[config.mk]
export PLATFORM = sky130hd
export DESIGN_NAME = regfile_write_arbiter
export DESIGN_NICKNAME = d
export VERILOG_FILES = /design/src/rtl/regfile_write_arbiter.sv
export SDC_FILE = /design/constraint.sdc
export NUM_CORES = 1
export LEC_CHECK = 0
export ABC_CLOCK_PERIOD_IN_PS = 3900
export CAP_MARGIN = 15
export CORE_MARGIN = 3
export CORE_UTILIZATION = 50
export CTS_BUF_LIST = sky130_fd_sc_hd__clkbuf_4 sky130_fd_sc_hd__clkbuf_8
export CTS_CLUSTER_DIAMETER = 80
export CTS_CLUSTER_SIZE = 10
export DETAILED_ROUTE_END_ITERATION = 12
export GPL_TIMING_DRIVEN = 0
export MAX_ROUTING_LAYER = met4
export PLACE_DENSITY = 0.79
export SLEW_MARGIN = 20
export SYNTH_ARGS = -nofsm -noshare
export SYNTH_HDL_FRONTEND = slang
export SYNTH_SLANG_ARGS = --single-unit
export TNS_END_PERCENT = 30
[constraint.sdc]
create_clock -name clk -period 3.9 [get_ports clk]
set_input_delay 0.39 -clock clk [delete_from_list [all_inputs] [get_ports clk]]
set_output_delay 0.39 -clock clk [all_outputs]
set_load 0.1 [all_outputs]
[src/rtl/regfile_write_arbiter.sv]
// Two-requester register-file write arbiter: per-requester FIFOs, round-robin pop,
// registered write port and a combinational pending-write scoreboard mask.
module regfile_write_arbiter #(
  parameter int FIFO_DEPTH = 2,
  parameter int DATA_WIDTH = 64
) (
  input  logic                  clk,
  input  logic                  reset,
  input  logic                  a_valid,
  output logic                  a_ready,
  input  logic [4:0]            a_addr,
  input  logic [DATA_WIDTH-1:0] a_data,
  input  logic                  b_valid,
  output logic                  b_ready,
  input  logic [4:0]            b_addr,
  input  logic [DATA_WIDTH-1:0] b_data,
  output logic                  write_enable,
  output logic [4:0]            write_addr,
  output logic [DATA_WIDTH-1:0] write_data,
  output logic [31:0]           pending_mask,
  output logic                  busy
);

  localparam int PTR_W = $clog2(FIFO_DEPTH);
  localparam int CNT_W = PTR_W + 1;
  localparam int ENT_W = 5 + DATA_WIDTH;
  localparam logic [CNT_W-1:0] DEPTH_C = CNT_W'(FIFO_DEPTH);

  // Index 0 is requester A, index 1 is requester B.
  logic [ENT_W-1:0] mem [2][FIFO_DEPTH];
  logic [PTR_W-1:0] rd_ptr [2];
  logic [PTR_W-1:0] wr_ptr [2];
  logic [CNT_W-1:0] cnt [2];
  logic [ENT_W-1:0] in_ent [2];
  logic [ENT_W-1:0] head [2];
  logic [1:0]       in_valid;
  logic [1:0]       rdy;
  logic [1:0]       push;
  logic [1:0]       pop;
  logic [1:0]       nonempty;
  logic             last_grant_b;
  logic [ENT_W-1:0] pop_ent;
  logic [4:0]       pop_addr;
  logic [DATA_WIDTH-1:0] pop_data;

  assign in_valid  = {b_valid, a_valid};
  assign in_ent[0] = {a_addr, a_data};
  assign in_ent[1] = {b_addr, b_data};

  // Ready looks only at the registered count, so a full queue never accepts even while popping.
  always_comb begin
    for (int r = 0; r < 2; r++) begin
      nonempty[r] = (cnt[r] != '0);
      rdy[r]      = reset && (cnt[r] < DEPTH_C);
      push[r]     = in_valid[r] && rdy[r];
      head[r]     = mem[r][rd_ptr[r]];
    end
  end

  assign a_ready = rdy[0];
  assign b_ready = rdy[1];

  always_comb begin
    pop = 2'b00;
    if (nonempty[0] && (!nonempty[1] || last_grant_b)) pop[0] = 1'b1;
    else if (nonempty[1])                              pop[1] = 1'b1;
  end

  assign pop_ent  = pop[1] ? head[1] : head[0];
  assign pop_addr = pop_ent[ENT_W-1 -: 5];
  assign pop_data = pop_ent[DATA_WIDTH-1:0];

  // Queue storage carries data only and is qualified by the counts.
  always_ff @(posedge clk) begin
    for (int r = 0; r < 2; r++) begin
      if (push[r]) mem[r][wr_ptr[r]] <= in_ent[r];
    end
  end

  always_ff @(posedge clk) begin
    if (!reset) begin
      for (int r = 0; r < 2; r++) begin
        rd_ptr[r] <= '0;
        wr_ptr[r] <= '0;
        cnt[r]    <= '0;
      end
      last_grant_b <= 1'b1;
      write_enable <= 1'b0;
      write_addr   <= '0;
      write_data   <= '0;
    end else begin
      for (int r = 0; r < 2; r++) begin
        if (push[r]) wr_ptr[r] <= wr_ptr[r] + PTR_W'(1);
        if (pop[r])  rd_ptr[r] <= rd_ptr[r] + PTR_W'(1);
        cnt[r] <= cnt[r] + CNT_W'(push[r]) - CNT_W'(pop[r]);
      end
      // x31 is hardwired zero: the entry drains but never strobes the register file.
      write_enable <= (|pop) && (pop_addr != 5'd31);
      if (|pop) begin
        last_grant_b <= pop[1];
        write_addr   <= pop_addr;
        write_data   <= pop_data;
      end
    end
  end

  always_comb begin
    logic [PTR_W-1:0] offset;
    logic [4:0]       ent_addr;
    pending_mask = '0;
    offset       = '0;
    ent_addr     = '0;
    for (int r = 0; r < 2; r++) begin
      for (int i = 0; i < FIFO_DEPTH; i++) begin
        offset   = PTR_W'(i) - rd_ptr[r];
        ent_addr = mem[r][i][ENT_W-1 -: 5];
        if ({1'b0, offset} < cnt[r]) pending_mask[ent_addr] = 1'b1;
      end
    end
    if (write_enable) pending_mask[write_addr] = 1'b1;
    pending_mask[31] = 1'b0;
  end

  assign busy = (|nonempty) || write_enable;

endmodule

* After elaboration in Yosys (flattened, before gate mapping) *
Memory sizes are Yosys's and may differ from the RTL's.
Cells that the tools add are included.

word-level totals
  output and inout bits = 105
  word-level logic and storage cells = 128
  memories kept = 4
  bits in registers = 71
  bits in writable memories = 284
  input bits = 142

memories
  memory  depth  bits a word  read ports  clocked after memory_dff  write ports  RTL line  text
  mem     2      138          2           0                         2            30        logic [ENT_W-1:0] mem [2][FIFO_DEPTH];
  cnt     2      2            2           0                         2            33        logic [CNT_W-1:0] cnt [2];
  rd_ptr  2      1            2           0                         2            31        logic [PTR_W-1:0] rd_ptr [2];
  wr_ptr  2      1            2           0                         2            32        logic [PTR_W-1:0] wr_ptr [2];

cells by class
  bitwise gates (word level) = 14
  multiplexer cells = 51
  eq/ne operators = 1
  reductions and logical operators = 20
  add/sub/neg operators = 12
  magnitude comparators = 22

operators by type and width
  operator                                             number
  2-to-1 mux 69 bit                                    9
  2-to-1 mux 138 bit                                   2
  2-to-1 mux 31 bit                                    5
  demux 69 bit (select 1 bit)                          2
  bitwise OR 31 bit                                    4
  < comparator 5 x 6 -> 1 bit, second input constant   5
  2-to-1 mux 1 bit                                     26
  demux 1 bit (select 5 bit)                           5
  >= comparator 5 x 1 -> 1 bit, second input constant  5
  logical AND 1 bit                                    13
  >= comparator 2 bit, second input constant           4
  < comparator 1 x 2 -> 1 bit                          4
  NOT 1 -> 2 bit                                       4
  bitwise OR 1 bit                                     6
  inequality test 5 bit, second input constant         1
  adder 1 bit, second input constant                   4
  adder 2 x 1 -> 2 bit                                 2
  < comparator 2 x 1 -> 1 bit, second input constant   2
  < comparator 2 bit, second input constant            2
  2-to-1 mux 2 bit                                     2
  nonzero test 2 bit                                   2
  OR reduction 2 bit                                   2
  subtractor 1 bit, first input constant               4
  subtractor 2 x 1 -> 2 bit                            2
  other kinds (2)                                      3

* Logic depth before layout (Yosys ltp) *
Gate-level depths: netlist (run 1).
An unclocked memory read counts as a cell.

  word-level depth = 14
  gate-level depth with buffers = 11
  mapped depth without buffers = 9

* Worst setup path after synthesis (run 1) *
No wires, ideal clock.

  path kind = register to register
  start = memory cnt[0][3] (netlist bit)
  end = memory mem[0][207] (netlist bit), enable pin
  buffers on the path = 1
  stages on the path, launching flop included = 5
  library setup time = 0.497 ns
  slack = -1.688 ns
  required time = 3.403 ns
  period minus slack after synthesis = 5.588 ns
  data arrival time = 5.092 ns
  path through = dfxtp_1 buf_2 nor2b_1 nand2_1 nor2_1

RTL lines
  element      RTL line
  from (decl)  33
  to (decl)    30

==> out/metrics.yaml, run 1 <==
layout:
  register_area_mm2: 0.009910
  fillCellCount: 1980
  nNetsFinal: 1459
  syn_to_final_growth_pct: 27.96
  drive_gt1_share_pct: 10.34
  multi_input_comb_area_mm2: 0.004227
  final_util_pct: 65.77
power_and_ir_drop:
  comb_power_share_pct: 44.4
  pwr-share-clk_pct: 19.4
  p_int_uw: 7619
  leakagePower_uw: 0.006946
  p_seq_share_pct: 36.2
  power.switching_uw: 5721
  switching_share_pct: 42.89
  powerDensity_mw_per_mm2: 720.1
  vdd_drop_max_mv: 0.6336
worst_setup_path:
  endpoint_kind: "primary output"
  worstPathRequired_ps: 3510
  crit_fanout: 9
  critPathArrivalTime_ps: 3380
  cp-start-kind: "flop"
  critPathKind: "flop to primary output"
global_route:
  overflow: 0
  groute.usage.overall_pct: 26.40
  grt_start_max_net_pins: 48
  grt_antenna_before_repair: 8
  grt_pass1_vias: 10125
  grt_pass1_wl_um: 60000
detailed_routing:
  drt_iter0_drc: 677
  vias: 9962
  ant_nets: 0
  drt-total-wl_um: 41030
  first_pass_iters: 6
  viasPerCell: 5.755
  wl_per_cell_um: 23.70
  drcViolationCount: 0
synthesis:
  syn_nets: 1163
  syn_area_per_cell_um2: 14.23
  synth_seq_area_share_pct: 68.45
  synthDistinctLibCells: 55
  async_reset_ff_share_pct: 0
  synth.area.top_cells: "edfxtp_1, dfxtp_1, mux2i_1"
  synth_area_mm2: 0.01448
  synthCells: 1017
  synth_area_leader_cell: "edfxtp_1"
  synthTopCellsByCount: "edfxtp_1, nand2_1, mux2i_1, dfxtp_1, a32o_1"
  synth_most_common_cell: "edfxtp_1"
  ys.flop_type: "edfxtp_1"
  synth_warnings: 0
  synth_top_area_share_pct: 58.08
  synth_edf_count: 280
  ys_ff_latch: 355
min_path:
  hp-class: "input port to flop"
timing:
  timing.fmax_mhz: 265.3
  worst_pin_slew_ps: 1106
  skew_ps: 21.75
  report.final.slew_viol_count: 0
  layout_min_cycle_time_ps: 3769
  rsz0062_at_grt: "no"
  slew_headroom_pct: 26.03
  post-route-period-util_pct: 96.63
  finalSetupTns_ps: 0
  setup_viol: 0
  final-hold-violation-count: 0
floorplan:
  core_mm2: 0.02816
  dieWidth_um: 176.2
  row_count: 61
  start_util_pct: 51.40
  pin_count: 247
  die_h_um: 176.2
  die_area_mm2: 0.03103
clock_tree:
  clock_path_buffers: 3
  clock_latency_ps: 560
  cts.clk_slew.worst_paths_ps: 70
  cts_tree: "yes"
  cts-root-buf: "clkbuf_8"
  clkSinkCount: 355
  htreeDepth: 2
  ctsHoldBuffers: 0
  cts_made_buffers: 41
flow_run:
  drv_cap: 0
status:
  status: "complete, no violations"
place:
  gp_congestion: 0.9445
  io_buffers: 245
  hpwl_um: 29460
==> worst max-delay path: stages (launching register included) <==
cell           delay (ps)
edfxtp_1              380
buf_6                 160
nand2b_1              230
a21oi_1               780
a221oi_1              230
o211ai_1              170
dlygate4sd2_1         880
==> cells by family (layout without fill, tap and decap cells) <==
group / count (synthesis) / after routing / share of synthesized area [%]
adders and majority gates: 4 / 4 / 0.3457
buffers and inverters: 79 / 406 / 2.584
xor gates and xnor gates: 4 / 4 / 0.2420
and+or+nand+nor: 280 / 280 / 9.136
muxes: 137 / 137 / 9.473
DFF: 355 / 355 / 68.45
other: 1 / 10 / 0.02590
AOI/OAI and AO/OA: 157 / 157 / 9.741
==> layout make-up <==
cell class	count	share of cell area, %
sequential	355	53.50
multi-input combinational	583	22.82
timing repair buffer	253	14.47
clock buffer	70	4.222
tap	378	2.553
buffer	69	1.817
clock inverter	4	0.3040
inverter	10	0.2026
antenna	9	0.1216
==> worst paths after layout <==
kind	cells past startpoint	endpoint	slack, ps	start
min	1	mem[0][177]	400	b_data[39]
min reg2reg	1	write_data[26]	470	write_data[26]
max	6	pending_mask[19]	130	rd_ptr[0][1]
max reg2reg	10	cnt[0][3]	1280	cnt[0][3]
==> metal layers <==
metal / routed length (um) / part of all wire (%) / track usage (%)
met1: 16560 / 40 / 32.68
met4: 1400 / 3.4 / 9.304
met2: 19940 / 49 / 43.06
met3: 3130 / 7.6 / 5.978
met5: 0 / 0 / -
==> state kept, by name (all words and copies together) (netlist names) <==
| name | cells |
|---|---|
| cnt | 4 |
| write_addr | 5 |
| write_enable | 1 |
| wr_ptr | 2 |
| last_grant_b | 1 |
| mem | 276 |
| rd_ptr | 2 |
| write_data | 64 |
==> power by group through the flow <==
stage,Clock (uW),Combinational [uW],Sequential (uW)
final,2590,5920,4830
after global routing,2810,6180,4870
after CTS,2640,5930,4830
after detailed placement,0,5920,4910
after global placement,0,5780,4910
after floorplan,0,2500,6590
==> through the flow <==
| stage | setup WS, ps | cells | instance area (um2) | total power, uW | hold slack (ps) |
|---|---|---|---|---|---|
| global route | 23.01 | 1730 | 18520 | 13860 | 384.6 |
| finish | 131.2 | 1731 | 18520 | 13340 | 404.8 |
| global placement | -731.2 | 1640 | 17420 | 10680 | 445.9 |
| detailed placement | 392.3 | 1648 | 17620 | 10830 | 453.5 |
| floorplan | -261.6 | 1017 | 14490 | 9085 | 455.7 |
| CTS | 3.707 | 1722 | 18450 | 13400 | 377.7 |
==> timing repair <==
action | 4_1_cts | 5_1_grt
gates cloned | 0 | 0
setup endpoints to repair | 11 | 19
gates resized for setup | 9 | 19
pin swaps | 0 | 0
setup buffers | 0 | 0
==> cells in the final DEF (no fill, tap or decap), types with 4 or more instances in the layout <==
master           Yosys  routed
clkbuf_8             0      41
or3b_2               4       4
nand2_1            163     163
nor2b_1              7       7
dlymetal6s2s_1       0      19
xnor2_1              4       4
and2_1               6       6
a221o_1             14      14
inv_1                9       9
and3_1               8       6
clkdlybuf4s50_1      0     218
ha_1                 4       4
dfxtp_1             75      75
clkbuf_1            25      25
a32o_1              69      69
o221ai_1            14      14
edfxtp_1           280     280
o21ai_0              4       4
nor3_1               5       5
and3b_1             12      12
nor3b_1             11      10
dlygate4sd2_1        0       8
a22oi_1             19      19
nand3b_1             5       5
o211ai_1             8       8
nand2b_1             5       5
nand3_1             25      25
diode_2              0       9
buf_2               34      34
buf_12               0       4
nor2_1              21      19
buf_16               0       4
mux2i_1            137     137
clkbuf_4             0      29
Note: power is estimated with default switching activity, not from simulation.
==> inputs of run 2 (changes only) <==
--- a/config.mk
+++ b/config.mk
@@ -16,7 +16,8 @@
 export GPL_TIMING_DRIVEN = 0
 export MAX_ROUTING_LAYER = met4
 export PLACE_DENSITY = 0.79
-export SLEW_MARGIN = 20
+export REMOVE_ABC_BUFFERS = 1
+export SLEW_MARGIN = 40
 export SYNTH_ARGS = -nofsm -noshare
 export SYNTH_HDL_FRONTEND = slang
 export SYNTH_SLANG_ARGS = --single-unit
==> run 2 against run 1 <==
  * Count of clock-buffer cells in the layout up 2
  * Sequential share of layout area up 1.1 points
  * Sequential power up 1%
  * Largest cell class unchanged
  * Critical endpoint is now pending_mask[9]
  * Die area unchanged
==> out/metrics.yaml, run 2 (same netlist as run 1, synthesis figures left out) <==
global_route:
  groute.usage.overall_pct: 24.58  # -1.8 points
  grt_pass1_vias: 10067  # -0.57%
  grt_antenna_before_repair: 3  # -5
  grt_pass1_wl_um: 57350  # -4.4%
  overflow: 0  # unchanged
  grt_start_max_net_pins: 58  # +21%
layout:
  multi_input_comb_area_mm2: 0.004238  # +0.27%
  largest_reg_flops: 276  # unchanged
  register_area_mm2: 0.009910  # unchanged
  final_util_pct: 64.41  # -1.4 points
  final_cell_mix: "edfxtp_1, nand2_1, clkdlybuf4s50_1"
  drive_gt1_share_pct: 18.04  # +7.7 points
  final_common_cell: "edfxtp_1"
  final_cell_area_mm2: 0.01814  # -2.1%
  syn_to_final_growth_pct: 25.31
  fillCellCount: 2091  # +5.6%
  nNetsFinal: 1423  # -2.5%
clock_tree:
  cts_resized: 0  # -9
  cts_made_buffers: 41  # unchanged
  ctsHoldBuffers: 0  # unchanged
  htreeDepth: 2  # unchanged
  clkSinkCount: 355  # unchanged
  clock_path_buffers: 3  # unchanged
  cts.clk_slew.worst_paths_ps: 70  # about the same
  post_cts_buffers: 0  # unchanged
  cts_tree: "yes"
  cts-root-buf: "clkbuf_8"
  clock_latency_ps: 540  # -20 ps
flow_run:
  drv_cap: 0  # unchanged
detailed_routing:
  ant_nets: 0  # unchanged
  vias: 9831  # -1.3%
  drcViolationCount: 0  # unchanged
  drt-total-wl_um: 38060  # -7.3%
  drt_iter0_drc: 636  # -6.1%
  wl_per_cell_um: 22.53  # -4.9%
  first_pass_iters: 6  # unchanged
  viasPerCell: 5.821  # +1.1%
floorplan:
  core_mm2: 0.02816  # unchanged
  dieWidth_um: 176.2  # unchanged
  die_area_mm2: 0.03103  # unchanged
  row_count: 61  # unchanged
  start_util_pct: 51.40  # unchanged
  die_h_um: 176.2  # unchanged
  pin_count: 247  # unchanged
worst_setup_path:
  worstPathRequired_ps: 3510  # about the same
  crit_fanout: 19  # +10
  timing.rr.end: "cnt[0][3]"
  critPathKind: "flop to primary output"
  ff2ff_setup_slack_ps: 1440  # +160 ps
  critPathLaunch: "rd_ptr[0][1]"
  endpoint_kind: "primary output"
  critPathArrivalTime_ps: 2890  # -490 ps
  rr_worst_depth: 10  # unchanged
  r2r-start: "cnt[0][1]"
  cp-start-kind: "flop"
timing:
  slew_headroom_pct: 49.69  # +24 points
  report.final.slew_viol_count: 0  # unchanged
  post-route-period-util_pct: 84.12  # -13 points
  skew_ps: 15.31  # -6.439 ps
  worst_pin_slew_ps: 754.7  # -351.4 ps
  rsz0062_at_grt: "no"
  layout_min_cycle_time_ps: 3281  # -488.0 ps
  timing.fmax_mhz: 304.8  # +15%
  final-hold-violation-count: 0  # unchanged
  setup_viol: 0  # unchanged
power_and_ir_drop:
  power.switching_uw: 5623  # -1.7%
  comb_power_share_pct: 43.5  # -0.9 points
  switching_share_pct: 42.74  # -0.15 points
  pwr-share-clk_pct: 19.4  # about the same
  leakagePower_uw: 0.006750  # -2.8%
  powerDensity_mw_per_mm2: 725.3  # +0.71%
  p_seq_share_pct: 37.1  # +0.9 points
  vdd_drop_max_mv: 0.5234  # -17%
  p_int_uw: 7533  # -1.1%
min_path:
  holdPathStages: 1  # unchanged
  min_to: "mem[0][25]"
  worstHoldStart: "a_data[25]"
  hp-class: "input port to flop"
place:
  io_buffers: 245  # unchanged
  gp_congestion: 0.8698  # -7.9%
  hpwl_um: 26920  # -8.6%
  placed_area_mm2: 0.01731  # -1.8%
status:
  status: "complete, no violations"
[run 2: worst max-delay path: stages (launching register included)]
cell      delay [ps]
edfxtp_1         380
buf_6            190
a21o_1           510
and3b_1          500
a22oi_1          160
o211ai_1         130
buf_2            470
[run 2: routing by layer]
layer | wire length (um) | vias to the layer above | GRT usage (%)
met1 | 15320 | 4903 | 29.54
met2 | 18810 | 390 | 41.06
met3 | 3076 | 61 | 6.667
met4 | 847 | 0 | 6.961
met5 | 0 | - | -
li1 | - | 4477 | -
[run 2: layout make-up]
| type | count | share of cell area [%] |
|---|---|---|
| antenna | 3 | 0.04139 |
| clock buffer | 72 | 4.428 |
| clock inverter | 2 | 0.08967 |
| inverter | 10 | 0.2345 |
| multi-input combinational | 583 | 23.36 |
| sequential | 355 | 54.63 |
| tap | 378 | 2.607 |
| timing repair buffer | 286 | 14.61 |
[run 2: stage by stage]
stage	hold slack, ps	TNS, ps	power, uW	setup WS [ps]	std cells
after floorplan	451.9	-266380	9068	-1642	948
after global placement	446.3	-812210	10720	-3566	1571
after detailed placement	448.2	0	10690	920.2	1612
after CTS	379.8	0	13240	616.0	1686
after global routing	387.6	0	13700	463.9	1689
final	417.6	0	13160	619.2	1689
[run 2: power groups by stage]
stage	clock (uW)	sequential (uW)	combinational (uW)
final	2550	4880	5720
after global routing	2770	4930	6000
after CTS	2620	4880	5750
after detailed placement	0	4960	5740
after global placement	0	5360	5350
after floorplan	0	6880	2190
[run 2: how the worst max path moves through the flow]
stage               cells after the start         endpoint  slack, ps
finish                                  6  pending_mask[9]        620
global route                            6  pending_mask[9]        460
CTS                                     6  pending_mask[9]        620
detailed placement                      7      mem[0][217]        920
global placement                        4      mem[0][235]      -3570
floorplan                               3      mem[0][207]      -1640
